## src/rtl/mem_arbiter.sv

```systemverilog
// Single-port memory arbiter between an instruction-fetch port and a load/store port.
// Data normally wins; a saturating streak counter bounds how long a fetch can starve.
module mem_arbiter #(
    parameter int ADDR_W          = 32,
    parameter int DATA_W          = 32,
    parameter int MAX_DATA_STREAK = 4
) (
    input  logic              clk,
    input  logic              rst,
    input  logic              if_req,
    input  logic [ADDR_W-1:0] if_addr,
    output logic              if_gnt,
    output logic              if_rvalid,
    output logic [DATA_W-1:0] if_rdata,
    input  logic              d_req,
    input  logic              d_we,
    input  logic [ADDR_W-1:0] d_addr,
    input  logic [DATA_W-1:0] d_wdata,
    output logic              d_gnt,
    output logic              d_rvalid,
    output logic [DATA_W-1:0] d_rdata,
    output logic              mem_en,
    output logic              mem_we,
    output logic [ADDR_W-1:0] mem_addr,
    output logic [DATA_W-1:0] mem_wdata,
    input  logic [DATA_W-1:0] mem_rdata,
    output logic              cpu_stall
);

    typedef enum logic [1:0] {
        IDLE  = 2'd0,
        RD_IF = 2'd1,
        RD_D  = 2'd2
    } state_t;

    localparam logic [3:0] MaxStreak = 4'(MAX_DATA_STREAK);

    state_t      r_state;
    state_t      w_nextState;
    logic [3:0]  r_streak;
    logic        w_ifGnt;
    logic        w_dGnt;

    // Grants are gated by rst so every output reads zero while reset is held.
    always_comb begin
        w_ifGnt = 1'b0;
        w_dGnt  = 1'b0;
        if (rst) begin
            if (d_req && (!if_req || (r_streak != MaxStreak))) begin
                w_dGnt = 1'b1;
            end else if (if_req) begin
                w_ifGnt = 1'b1;
            end
        end
    end

    always_comb begin
        mem_en    = 1'b0;
        mem_we    = 1'b0;
        mem_addr  = '0;
        mem_wdata = '0;
        if (w_ifGnt) begin
            mem_en   = 1'b1;
            mem_addr = if_addr;
        end else if (w_dGnt) begin
            mem_en    = 1'b1;
            mem_we    = d_we;
            mem_addr  = d_addr;
            mem_wdata = d_wdata;
        end
    end

    assign if_gnt    = w_ifGnt;
    assign d_gnt     = w_dGnt;
    assign cpu_stall = rst & ((if_req & ~w_ifGnt) | (d_req & ~w_dGnt));

    always_ff @(posedge clk or negedge rst) begin
        if (!rst) begin
            r_streak <= 4'd0;
        end else if (w_ifGnt) begin
            r_streak <= 4'd0;
        end else if (w_dGnt && if_req && (r_streak != MaxStreak)) begin
            r_streak <= r_streak + 4'd1;
        end
    end

    always_ff @(posedge clk or negedge rst) begin
        if (!rst) begin
            r_state <= IDLE;
        end else begin
            r_state <= w_nextState;
        end
    end

    // Next state depends only on this cycle's grant, so reads can be pipelined back to back.
    always_comb begin
        w_nextState = IDLE;
        if_rvalid   = 1'b0;
        if_rdata    = '0;
        d_rvalid    = 1'b0;
        d_rdata     = '0;
        if (w_ifGnt) begin
            w_nextState = RD_IF;
        end else if (w_dGnt && !d_we) begin
            w_nextState = RD_D;
        end
        case (r_state)
            RD_IF: begin
                if_rvalid = 1'b1;
                if_rdata  = mem_rdata;
            end
            RD_D: begin
                d_rvalid = 1'b1;
                d_rdata  = mem_rdata;
            end
            default: begin
            end
        endcase
    end

endmodule

```

## config.mk

```make
export PLATFORM = sky130hd
export DESIGN_NAME = mem_arbiter
export DESIGN_NICKNAME = d
export VERILOG_FILES = /design/src/rtl/mem_arbiter.sv
export SDC_FILE = /design/constraint.sdc
export NUM_CORES = 1
export LEC_CHECK = 0
export BUFFER_PORTS_ARGS = -buffer_cell sky130_fd_sc_hd__buf_2
export CORE_AREA = 2 2 104 106
export CTS_CLUSTER_DIAMETER = 100
export DETAILED_ROUTE_END_ITERATION = 12
export DIE_AREA = 0 0 106 108
export PLACE_DENSITY = 0.48
export REMOVE_ABC_BUFFERS = 1
export SLEW_MARGIN = 20
export SYNTH_ARGS = -nofsm -noshare
export SYNTH_HDL_FRONTEND = slang
export SYNTH_SLANG_ARGS = --single-unit
```

## constraint.sdc

```tcl
create_clock -name clk -period 2.8 [get_ports clk]
set_clock_uncertainty 0.05 [all_clocks]
set_input_delay 0.14 -clock clk [delete_from_list [all_inputs] [get_ports clk]]
set_output_delay 0.14 -clock clk [all_outputs]
set_load 0.005 [all_outputs]
```

== Yosys cells after proc, flatten, opt, wreduce, memory -nomap -nowiden ==
Cells that the tools add are included.
Word-level totals
  register bits after elaboration: 6
  latch bits: 0
  memory bits (writable): 0
  memory bits (read-only): 0
  input port bits: 133
  output and inout port bits: 135
  word-level logic and storage cells: 41
  memories: 0
Operators by class
  add/subtract/negate cells: 1
  $mul: 0
  div/mod/pow operators: 0
  magnitude comparators: 0
  eq/ne operators: 3
  shift operators: 0
  muxes and demuxes: 21
  bitwise operators: 6
  reductions and logical operators: 8
Operators by type and width (count)
  $mux W32: 6
  $mux W1: 11
  $mux W4: 2
  $add A4 B1 Y4 const B: 1
  $logic_and A1 B1 Y1: 4
  $mux W2: 2
  $ne A4 B3 Y1 const B: 1
  $and A1 B1 Y1: 3
  $eq A2 B1 Y1 const B: 1
  $eq A2 B2 Y1 const B: 1
  $logic_not A1 Y1: 2
  $not A1 Y1: 2
  $reduce_bool A2 Y1: 1
  $logic_or A1 B1 Y1: 1
  $or A1 B1 Y1: 1

== Logic depth before layout (Yosys ltp) ==
Gate-level depths: netlist of run 1.
  word-level depth: 9
  gate-level depth with buffers: 7
  depth with buffers taken out: 5

== Worst setup path after synthesis of run 1 ==
No wires, ideal clock.
  path kind: flip-flop to output port
  start: register r_streak[0]
  end: output port mem_addr[22]
  arrival: 1.417 ns
  required time: 2.610 ns
  setup slack: 1.193 ns
  cell stages (with the launch flop): 8
  path buffers: 2
  cells stage by stage: dfrtp_1 inv_1 ha_1 nor2b_2 a31oi_4 buf_6 buf_6 a22o_2
On the way
  longest elaborated chain between the ends: 7
  elaborated cells between the ends (all ways): 9
RTL lines
  from (decl): line 40  | logic [3:0] r_streak;
  from (signal assigned): line 83  | r_streak <= r_streak + 4'd1;
  $ne A4 B3 Y1 *: line 49  | if (d_req && (!if_req || (r_streak != MaxStreak))) begin
  $logic_or A1 B1 Y1 *: line 49
  $logic_and A1 B1 Y1 *: line 49
  $mux W1: line 49
  $mux W1: line 48  | if (rst) begin
  $mux W32: line 65  | end else if (w_dGnt) begin
  $mux W32 *: line 62  | if (w_ifGnt) begin
  to (decl): line 24  | output logic [ADDR_W-1:0] mem_addr,
Mark *: on every way between the ends. The rest lies on a longest branch, timed or not.

== Worst setup path after layout of run 1 ==
  start: register r_streak[0]
  end: output port mem_addr[23]
Same word-level chain as after synthesis.

==> results of run 1 <==
[critical path, cell delays in order, from the launching register on]
cell,delay [ns]
dfrtp_1,0.39
inv_1,0.07
ha_1,0.22
nor2b_2,0.18
a31oi_4,0.17
buf_4,0.49
a22o_2,0.28
buf_2,0.12
[synthesized netlist by cell type]
library cell	number
and2_1	97
a22o_1	24
a22o_2	9
clkbuf_1	8
buf_6	6
dfrtp_1	6
nand2_1	4
nand3_1	4
nor2b_1	3
buf_2	2
ha_1	2
inv_1	2
nand2b_1	2
o21ai_0	2
a21oi_4	1
a31oi_4	1
and3_1	1
buf_4	1
nand2_2	1
nand3b_2	1
nand4_1	1
nor2b_2	1
o22ai_1	1
or2_2	1
or2b_1	1
or4_1	1
[logic make-up after synthesis]
| kind of cell | share of synthesized area |
|---|---|
| AOI/OAI and AO/OA | 0.256 |
| adders and majority gates | 0.0181 |
| buffers and inverters | 0.0885 |
| DFF | 0.108 |
| and+or+nand+nor | 0.529 |
[path summary, 6_finish.rpt]
check / cells past startpoint / endpoint
max: 7 / mem_addr[23]
min: 2 / r_state[1]
max in group asynchronous: 2 / r_state[0]
max reg2reg: 6 / r_state[1]
min in group asynchronous: 2 / r_streak[0]
min reg2reg: 2 / r_streak[1]
[per-layer routing]
metal | track usage | wire [um] | up-vias
met5 | 0 | 0 | -
met4 | 0.00846 | 12 | 0
met3 | 0.0338 | 832 | 2
met2 | 0.217 | 3830 | 166
met1 | 0.128 | 2790 | 1011
li1 | - | - | 1132
[final cells by class]
class | count | area, sq um | area share
Tap cell | 136 | 170 | 0.0595
Clock buffer | 3 | 41.3 | 0.0144
Timing Repair Buffer | 272 | 1380 | 0.482
Sequential cell | 6 | 150 | 0.0525
Multi-Input combinational cell | 158 | 1110 | 0.389
Inverter | 2 | 7.51 | 0.00263
[sequential cells by signal (all words and copies together), names as in the netlist]
| register | flops |
|---|---|
| r_state | 2 |
| r_streak | 4 |
[through the flow]
| stage | setup WS, ns | cell area, sq um | utilization |
|---|---|---|---|
| detailed placement | 0.647 | 2810 | 0.274 |
| floorplan | 0.717 | 1270 | - |
| finish | 0.447 | 2860 | 0.279 |
| CTS | 0.405 | 2860 | 0.279 |
| global route | 0.282 | 2860 | 0.279 |
| global placement | 0.676 | 2810 | 0.274 |
[report_power, final]
part	total [uW]	internal (uW)	leakage, uW	switching, uW
clock network	128	92.2	0.0000216	35.5
logic	416	232	0.00175	184
registers	134	106	0.0000760	28.1
total	677	430	0.00185	247
[cells in the final DEF (no fill, tap or decap)]
cell,n
and2_1,97
o22ai_1,1
clkbuf_8,3
nand3_1,4
or2b_1,1
or2_2,1
nand3b_2,1
and3_1,1
a22o_1,24
dfrtp_1,6
a21oi_4,1
nand2_1,4
nand4_1,1
buf_2,267
or4_1,1
ha_1,2
o21ai_0,2
nor2b_1,3
nor2b_2,1
a22o_2,9
buf_4,4
nand2b_1,2
a31oi_4,1
inv_1,2
dlygate4sd3_1,1
nand2_2,1
==> key figures, run 1 <==
Placement
  • Dpl hpwl: 6610 um
  • Placer Congestion: 0.791
  • Port Buf Inserts: 267
  • Cells after DPL: 573

Die
  • Row cnt: 37
  • Chip Width: 106 um
  • Die ar.: 11,400 sq um
  • Die height: 108 um
  • Initial Util: 0.135
  • IO Count: 268
  • Core area: 10,200 sq um

Detailed routing
  • Vias per inst: 4.01
  • # DRC: 0
  • ANT nets after route: 0
  • DRT iter0 DRCs: 124
  • Via count: 2,311
  • DRT Pass-1 Iters: 4
  • Wirelength per Cell: 12.9 um
  • WL final: 7470 um

Yosys
  • Synth Warn #: 0
  • Post-synthesis cell count: 183
  • Mean Syn Cell Area: 7.57 sq um
  • Post-Synthesis Cell Area: 1390 sq um
  • Distinct cells, synth: 26
  • Seq/Total Area, Yosys: 0.108
  • Seq cells post-synth: 6
  • Post-synth top area share: 0.438
  • Top post-synthesis cells by area: and2_1 44%, a22o_1 15%, dfrtp_1 11%
  • Cell taking the most area after synthesis: and2_1

Status
  • Status: complete, no violations

Global route
  • Vias in the first global route: 2,103
  • First-pass GRT wire length: 10,500 um
  • Largest net degree at the start of global routing: 69
  • Overflow after GRT: 0
  • Total GRT Usage: 0.113
  • Antenna violations before repair: 0

STA
  • RSZ-0062 raised after global routing: false
  • Pins Over Slew Limit: 0
  • Worst hold slack: 0.0272 ns
  • Worst-margin pin slew: 0.585 ns
  • Final worst path period need: 2.35 ns
  • Fmax: 425 MHz
  • Total negative slack: 0 ns
  • Worst slew margin: 0.610
  • Final setup fails: 0
  • Final period utilization: 0.840
  • Final Hold Viols: 0

CTS
  • Worst-Skew Late Latency: 0.22 ns
  • Clock Path Buffers: 2
  • Post-CTS Setup Inserts: 0
  • Post-CTS Resized: 0
  • CTS tree: yes
  • Cts bufs inserted: 3
  • CTS Hold Bufs: 1
  • Clock sinks: 6
  • Root Driver: clkbuf_8
  • CTS H-tree depth: 1
  • Clk pin slew, worst setup/hold paths: 0.04 ns

Hold path
  • Min-delay src: d_we
  • Hold Path Class: in2reg

Critical path
  • Critical path arrival: 2.16 ns
  • R2r setup slk: 0.96 ns
  • R2R Path Start: r_streak[0]
  • CP Launch Type: register
  • Maximum fanout along the worst path: 68
  • Worst setup startpoint: r_streak[0]
  • Worst setup path class: reg2out
  • CP Capture Type: primary output
  • WP data required: 2.61 ns

Power
  • Worst IR drop on VDD: 0.000158 V
  • Power Dens Cells: 237 nW/um^2
  • Leakage: 0.00185 uW
  • Power Total: 677 uW

Run
  • Max_cap viols: 0

Layout
  • Fillers: 1,133
  • Fin nets: 578
  • ANT cells: 0
  • Synth-to-Final Area Change: 106%
  • Final Non-Filler Cells: 577
  • Share of cells above drive strength 1: 0.655
Note: power is estimated with default switching activity, not from simulation.
==> inputs of run 2 (changes only) <==
--- a/config.mk
+++ b/config.mk
@@ -6,11 +6,11 @@
 export NUM_CORES = 1
 export LEC_CHECK = 0
 export BUFFER_PORTS_ARGS = -buffer_cell sky130_fd_sc_hd__buf_2
-export CORE_AREA = 2 2 104 106
+export CORE_AREA = 2 2 105 107
 export CTS_CLUSTER_DIAMETER = 100
 export DETAILED_ROUTE_END_ITERATION = 12
-export DIE_AREA = 0 0 106 108
-export PLACE_DENSITY = 0.48
+export DIE_AREA = 0 0 107 109
+export PLACE_DENSITY = 0.47
 export REMOVE_ABC_BUFFERS = 1
 export SLEW_MARGIN = 20
 export SYNTH_ARGS = -nofsm -noshare
==> constraint.sdc (replaced) <==
create_clock -name clk -period 2.3 [get_ports clk]
set_clock_uncertainty 0.05 [all_clocks]
set_input_delay 0.115 -clock clk [delete_from_list [all_inputs] [get_ports clk]]
set_output_delay 0.115 -clock clk [all_outputs]
set_load 0.005 [all_outputs]
==> run 2 against run 1 <==
Via count increased by 0.56%. Sequential power increased by 22%. Total power increased by 23%. Largest power group unchanged.
==> key figures, run 2 (same netlist as run 1, synthesis figures left out) <==
STA
  • Final period utilization: 0.916
  • RSZ-0062 raised after global routing: false
  • Pins Over Slew Limit: 0 (unchanged)
  • Final Hold Viols: 0 (unchanged)
  • Fmax: 475 MHz
  • Worst slew margin: 0.827 (+0.217)
  • Final worst path period need: 2.11 ns
  • Final setup fails: 0 (unchanged)
  • Worst-margin pin slew: 0.260 ns (-0.325 ns)
  • Worst hold slack: 0.00371 ns (-0.0234 ns)
  • Total negative slack: 0 ns (unchanged)

Critical path
  • Maximum fanout along the worst path: 68 (unchanged)
  • CP Launch Type: register
  • CP Capture Type: primary output
  • CP max stage delay: 0.39 ns (-0.10 ns)
  • Slowest CP cell: dfrtp_1
  • Critical path's top delay family: buffers and inverters
  • R2r setup slk: 0.70 ns (-0.26 ns)
  • Worst setup path class: reg2out
  • Critical path arrival: 1.94 ns (-0.22 ns)
  • Critical path, cell by cell: inv_1 -> ha_1 -> nor2b_2 -> a31oi_4 -> buf_12 -> a22o_1 -> buf_2
  • FF-to-FF path depth: 6 (unchanged)
  • FF-to-FF End: r_state[1]
  • R2R Path Start: r_streak[0]
  • WP data required: 2.13 ns (-0.48 ns)
  • Buf+Inv Stages, Crit Path: 3 (unchanged)

Die
  • IO Count: 268 (unchanged)
  • Core area: 10,600 sq um (+3.6%)
  • Die height: 109 um (+0.93%)
  • Chip Width: 107 um (+0.94%)
  • Initial Util: 0.131 (-0.00474)
  • Row cnt: 38 (+2.7%)
  • Die ar.: 11,700 sq um (+1.9%)

CTS
  • CTS H-tree depth: 1 (unchanged)
  • Root Driver: clkbuf_8
  • Cts bufs inserted: 3 (unchanged)
  • Clock Path Buffers: 2 (unchanged)
  • CTS tree: yes
  • Post-CTS Setup Inserts: 0 (unchanged)
  • Clk pin slew, worst setup/hold paths: 0.04 ns (about the same)
  • Clock sinks: 6 (unchanged)
  • Worst-Skew Late Latency: 0.22 ns (about the same)

Layout
  • Max FFs per register: 4 (unchanged)
  • Fin nets: 579 (+0.17%)
  • Most frequent cells in the layout: 267 x buf_2, 97 x and2_1, 24 x a22o_1
  • Share of cells above drive strength 1: 0.656 (+0.000780)
  • Regs by FF count: r_streak (4), r_state (2)
  • ANT cells: 0 (unchanged)
  • Synth-to-Final Area Change: 108%
  • Most flop-heavy register: r_streak
  • Commonest non-fill, non-tap cell in the layout: buf_2
  • Fillers: 1,184 (+4.5%)

Detailed routing
  • # DRC: 0 (unchanged)
  • Vias per inst: 3.99 (-0.30%)
  • DRT iter0 DRCs: 68 (-45%)
  • Wirelength per Cell: 13.0 um (+0.55%)
  • WL final: 7570 um (+1.4%)
  • Via count: 2,324 (+0.56%)
  • DRT Pass-1 Iters: 4 (unchanged)
  • ANT nets after route: 0 (unchanged)

Hold path
  • Hold Path Class: in2reg
  • Min-delay src: d_we
  • Worst Hold Path EP: r_state[1]
  • Hold Crit Depth: 2 (unchanged)

Power
  • Worst IR drop on VDD: 0.000165 V (+4.8%)
  • Leakage: 0.00186 uW (+0.48%)
  • Power Dens Cells: 290 nW/um^2 (+22%)

Placement
  • Dpl hpwl: 6770 um (+2.3%)
  • Placer Congestion: 0.892 (+13%)
  • Port Buf Inserts: 267 (unchanged)

Global route
  • Overflow after GRT: 0 (unchanged)
  • Vias in the first global route: 2,040 (-3.0%)
  • First-pass GRT wire length: 10,300 um (-2.6%)
  • Antenna violations before repair: 0 (unchanged)
  • Total GRT Usage: 0.111 (-0.00199)
  • Largest net degree at the start of global routing: 69 (unchanged)

Status
  • Status: complete, no violations

Run
  • Max_cap viols: 0 (unchanged)
[run 2: cell count changes in the layout (fill, tap and decap cells not counted), sizes merged]
cell,before,now
buf,271,272
[run 2: report_power, final]
group | internal [uW] | switching [uW]
sequential | 129 | 33.9
clock | 112 | 44.0
combinational | 289 | 227
[run 2: final cells by class]
class                      instances  area [sq um]  area share
timing repair buffer             273          1400       0.484
multi-input combinational        158          1110       0.386
tap                              140           175      0.0608
sequential                         6           150      0.0521
clock buffer                       3          41.3      0.0143
inverter                           2          7.51     0.00260
[run 2: per-layer routing]
metal,track usage,vias to the layer above,routed length [um]
met5,0,-,0
met4,0.0269,0,80
met3,0.0305,6,893
met2,0.210,169,3860
met1,0.123,1013,2740
li1,-,1136,-
[run 2: repair_timing]
action	4_1_cts	5_1_grt
hold buffers	1	0
hold endpoints to repair	6	0
gates resized for setup	0	0
[run 2: worst max path at each step]
stage | startpoint | end | cells after the start
after floorplan | r_streak[0] | mem_addr[22] | 5
after global placement | r_streak[0] | mem_addr[31] | 7
after detailed placement | r_streak[0] | mem_addr[31] | 7
after CTS | r_streak[0] | mem_addr[31] | 7
after global routing | r_streak[0] | mem_addr[31] | 7
final | r_streak[0] | mem_addr[31] | 7
[run 2: metrics by stage]
step	instance area [sq um]	setup WS (ns)	instances	total power, uW	util
after floorplan	1270	0.242	166	384	-
after global placement	2830	0.431	578	686	0.267
after detailed placement	2830	0.399	578	688	0.267
after CTS	2880	0.155	582	851	0.272
after global routing	2880	0.0662	582	914	0.272
final	2880	0.194	582	835	0.272
==> inputs of run 3 (changes only) <==
==> config.mk (replaced) <==
export PLATFORM = sky130hd
export DESIGN_NAME = mem_arbiter
export DESIGN_NICKNAME = d
export VERILOG_FILES = /design/src/rtl/mem_arbiter.sv
export SDC_FILE = /design/constraint.sdc
export NUM_CORES = 1
export LEC_CHECK = 0
export CORE_AREA = 2 2 104 106
export CTS_CLUSTER_DIAMETER = 100
export DETAILED_ROUTE_END_ITERATION = 12
export DIE_AREA = 0 0 106 108
export DONT_BUFFER_PORTS = 1
export PLACE_DENSITY = 0.3
export REMOVE_ABC_BUFFERS = 1
export SLEW_MARGIN = 20
export SYNTH_ARGS = -nofsm -noshare
export SYNTH_HDL_FRONTEND = slang
export SYNTH_SLANG_ARGS = --single-unit
==> run 3 against run 2 <==
Utilization down 12 points. Non-clock buffer count down 263. Cell count down 46%. Sequential share of layout area up 4.3 points. Cell area down 45%. Global-route usage down 0.86 points. Routed wire length down 9.3%. Clock-buffer cell count unchanged. Total power down 25%. Critical path type unchanged. Largest cell class is now multi-input combinational cells.
==> key figures, run 3 (same netlist as run 1, synthesis figures left out) <==
Die
  • IO Count: 268 (unchanged)
  • Initial Util: 0.135 (+0.00474)
  • Core area: 10,200 sq um (-3.5%)
  • Die ar.: 11,400 sq um (-1.8%)
  • Row cnt: 37 (-2.6%)
  • Die height: 108 um (-0.92%)
  • Chip Width: 106 um (-0.93%)

CTS
  • Worst-Skew Late Latency: 0.22 ns (about the same)
  • Clk pin slew, worst setup/hold paths: 0.04 ns (about the same)
  • Post-CTS Setup Inserts: 0 (unchanged)
  • CTS tree: yes
  • CTS H-tree depth: 1 (unchanged)
  • Clock sinks: 6 (unchanged)
  • Cts bufs inserted: 3 (unchanged)
  • Root Driver: clkbuf_8
  • Clock Path Buffers: 2 (unchanged)

STA
  • Worst slew margin: 0.755 (-0.0717)
  • Final worst path period need: 2.11 ns (-0.00102 ns)
  • Worst-margin pin slew: 0.367 ns (+0.108 ns)
  • Pins Over Slew Limit: 0 (unchanged)
  • Final Hold Viols: 0 (unchanged)
  • RSZ-0062 raised after global routing: false
  • Final period utilization: 0.915 (about the same)
  • Final worst slack: 0.195 ns (+0.00102 ns)
  • Fmax: 475 MHz (about the same)
  • Final setup fails: 0 (unchanged)
  • Total negative slack: 0 ns (unchanged)

Critical path
  • WP data required: 2.13 ns (about the same)
  • FF-to-FF End: r_state[1]
  • CP max stage delay: 0.41 ns (+0.02 ns)
  • Critical path arrival: 1.94 ns (about the same)
  • R2r setup slk: 0.71 ns (about the same)
  • Worst setup path class: reg2out
  • CP Launch Type: register
  • Maximum fanout along the worst path: 44 (-35%)
  • Slowest CP cell: dfrtp_1
  • Buf+Inv Stages, Crit Path: 3 (unchanged)
  • CP Capture Type: primary output
  • CP dominant cell by count: buf_4
  • FF-to-FF path depth: 6 (unchanged)
  • R2R Path Start: r_streak[0]
  • Critical path, cell by cell: inv_1 -> ha_1 -> nor2b_2 -> a31oi_4 -> buf_4 -> a22o_1 -> buf_4
  • Critical path's top delay family: buffers and inverters

Detailed routing
  • DRT iter0 DRCs: 36 (-47%)
  • # DRC: 0 (unchanged)
  • DRT Pass-1 Iters: 3 (-1)
  • Vias per inst: 4.46 (+12%)
  • Via count: 1,409 (-39%)
  • WL final: 6870 um (-9.3%)
  • ANT nets after route: 0 (unchanged)
  • Wirelength per Cell: 21.7 um (+67%)

Global route
  • Overflow after GRT: 0 (unchanged)
  • Largest net degree at the start of global routing: 45 (-35%)
  • Antenna violations before repair: 1 (+1)
  • Total GRT Usage: 0.102 (-0.00856)
  • First-pass GRT wire length: 8530 um (-17%)
  • Vias in the first global route: 1,372 (-33%)

Hold path
  • Hold Path Class: in2reg
  • Worst Hold Path EP: r_streak[3]
  • Min-delay src: d_req
  • Hold Crit Depth: 2 (unchanged)

Layout
  • Most flop-heavy register: r_streak
  • Post-Route Utilization: 0.154 (-0.118)
  • Commonest non-fill, non-tap cell in the layout: and2_1
  • Regs by FF count: r_streak (4), r_state (2)
  • Share of cells above drive strength 1: 0.151 (-0.505)
  • Max FFs per register: 4 (unchanged)
  • Fin nets: 316 (-45%)
  • Most frequent cells in the layout: 97 x and2_1, 24 x a22o_1, 9 x a22o_2
  • Synth-to-Final Area Change: 13.5%

Placement
  • Placer Congestion: 0.756 (-15%)
  • Port Buf Inserts: 0 (-100%)
  • Setup WS pre-CTS: 0.410 ns (+0.0108 ns)

Power
  • Power Dens Cells: 398 nW/um^2 (+37%)
  • Worst IR drop on VDD: 0.000180 V (+8.7%)
  • Leakage: 0.000646 uW (-65%)

Status
  • Status: complete, no violations

Run
  • Max_cap viols: 0 (unchanged)
## run 3: routing by layer
metal / global-route usage / vias up / share of wire
met3: 0.0362 / 8 / 0.12
li1: - / 607 / -
met2: 0.204 / 170 / 0.55
met5: 0 / - / 0
met1: 0.0982 / 624 / 0.31
met4: 0.0320 / 0 / 0.023
## run 3: what timing repair did
action                                  in CTS  in global routing
hold buffers                                 3                  0
hold endpoints to repair                    10                  0
endpoints found under the setup margin       0                  0
gates resized for setup                      0                  0
## run 3: area by class of cell
class                      instances  area [sq um]
fill                            1175          8660
multi-input combinational        158          1120
tap                              136           170
sequential                         6           150
timing repair buffer              10          82.6
clock buffer                       3          41.3
inverter                           2          7.51
antenna                            1          2.50
## run 3: where the power goes
group | switching [uW] | internal (uW) | leakage (uW) | total [uW]
registers | 35.5 | 129 | 0.0000760 | 164
logic | 168 | 137 | 0.000548 | 305
clock network | 43.5 | 112 | 0.0000216 | 156
## run 3: through the flow
stage,total power [uW],cells,area (sq um),hold slack [ns]
final,625,316,1570,0.0119
after global routing,681,316,1570,0.0200
after CTS,637,315,1570,0.0139
after detailed placement,470,309,1500,-0.230
after global placement,472,309,1500,-0.230
after floorplan,384,166,1270,-0.231
## run 3: worst max-delay path by stage
| stage | slack (ns) | depth (start not counted) | start | to |
|---|---|---|---|---|
| global route | 0.04 | 7 | r_streak[0] | mem_addr[9] |
| detailed placement | 0.41 | 7 | r_streak[0] | mem_addr[9] |
| floorplan | 0.24 | 5 | r_streak[0] | mem_addr[22] |
| global placement | 0.44 | 7 | r_streak[0] | mem_addr[9] |
| CTS | 0.17 | 7 | r_streak[0] | mem_addr[9] |
| finish | 0.19 | 7 | r_streak[0] | mem_addr[9] |
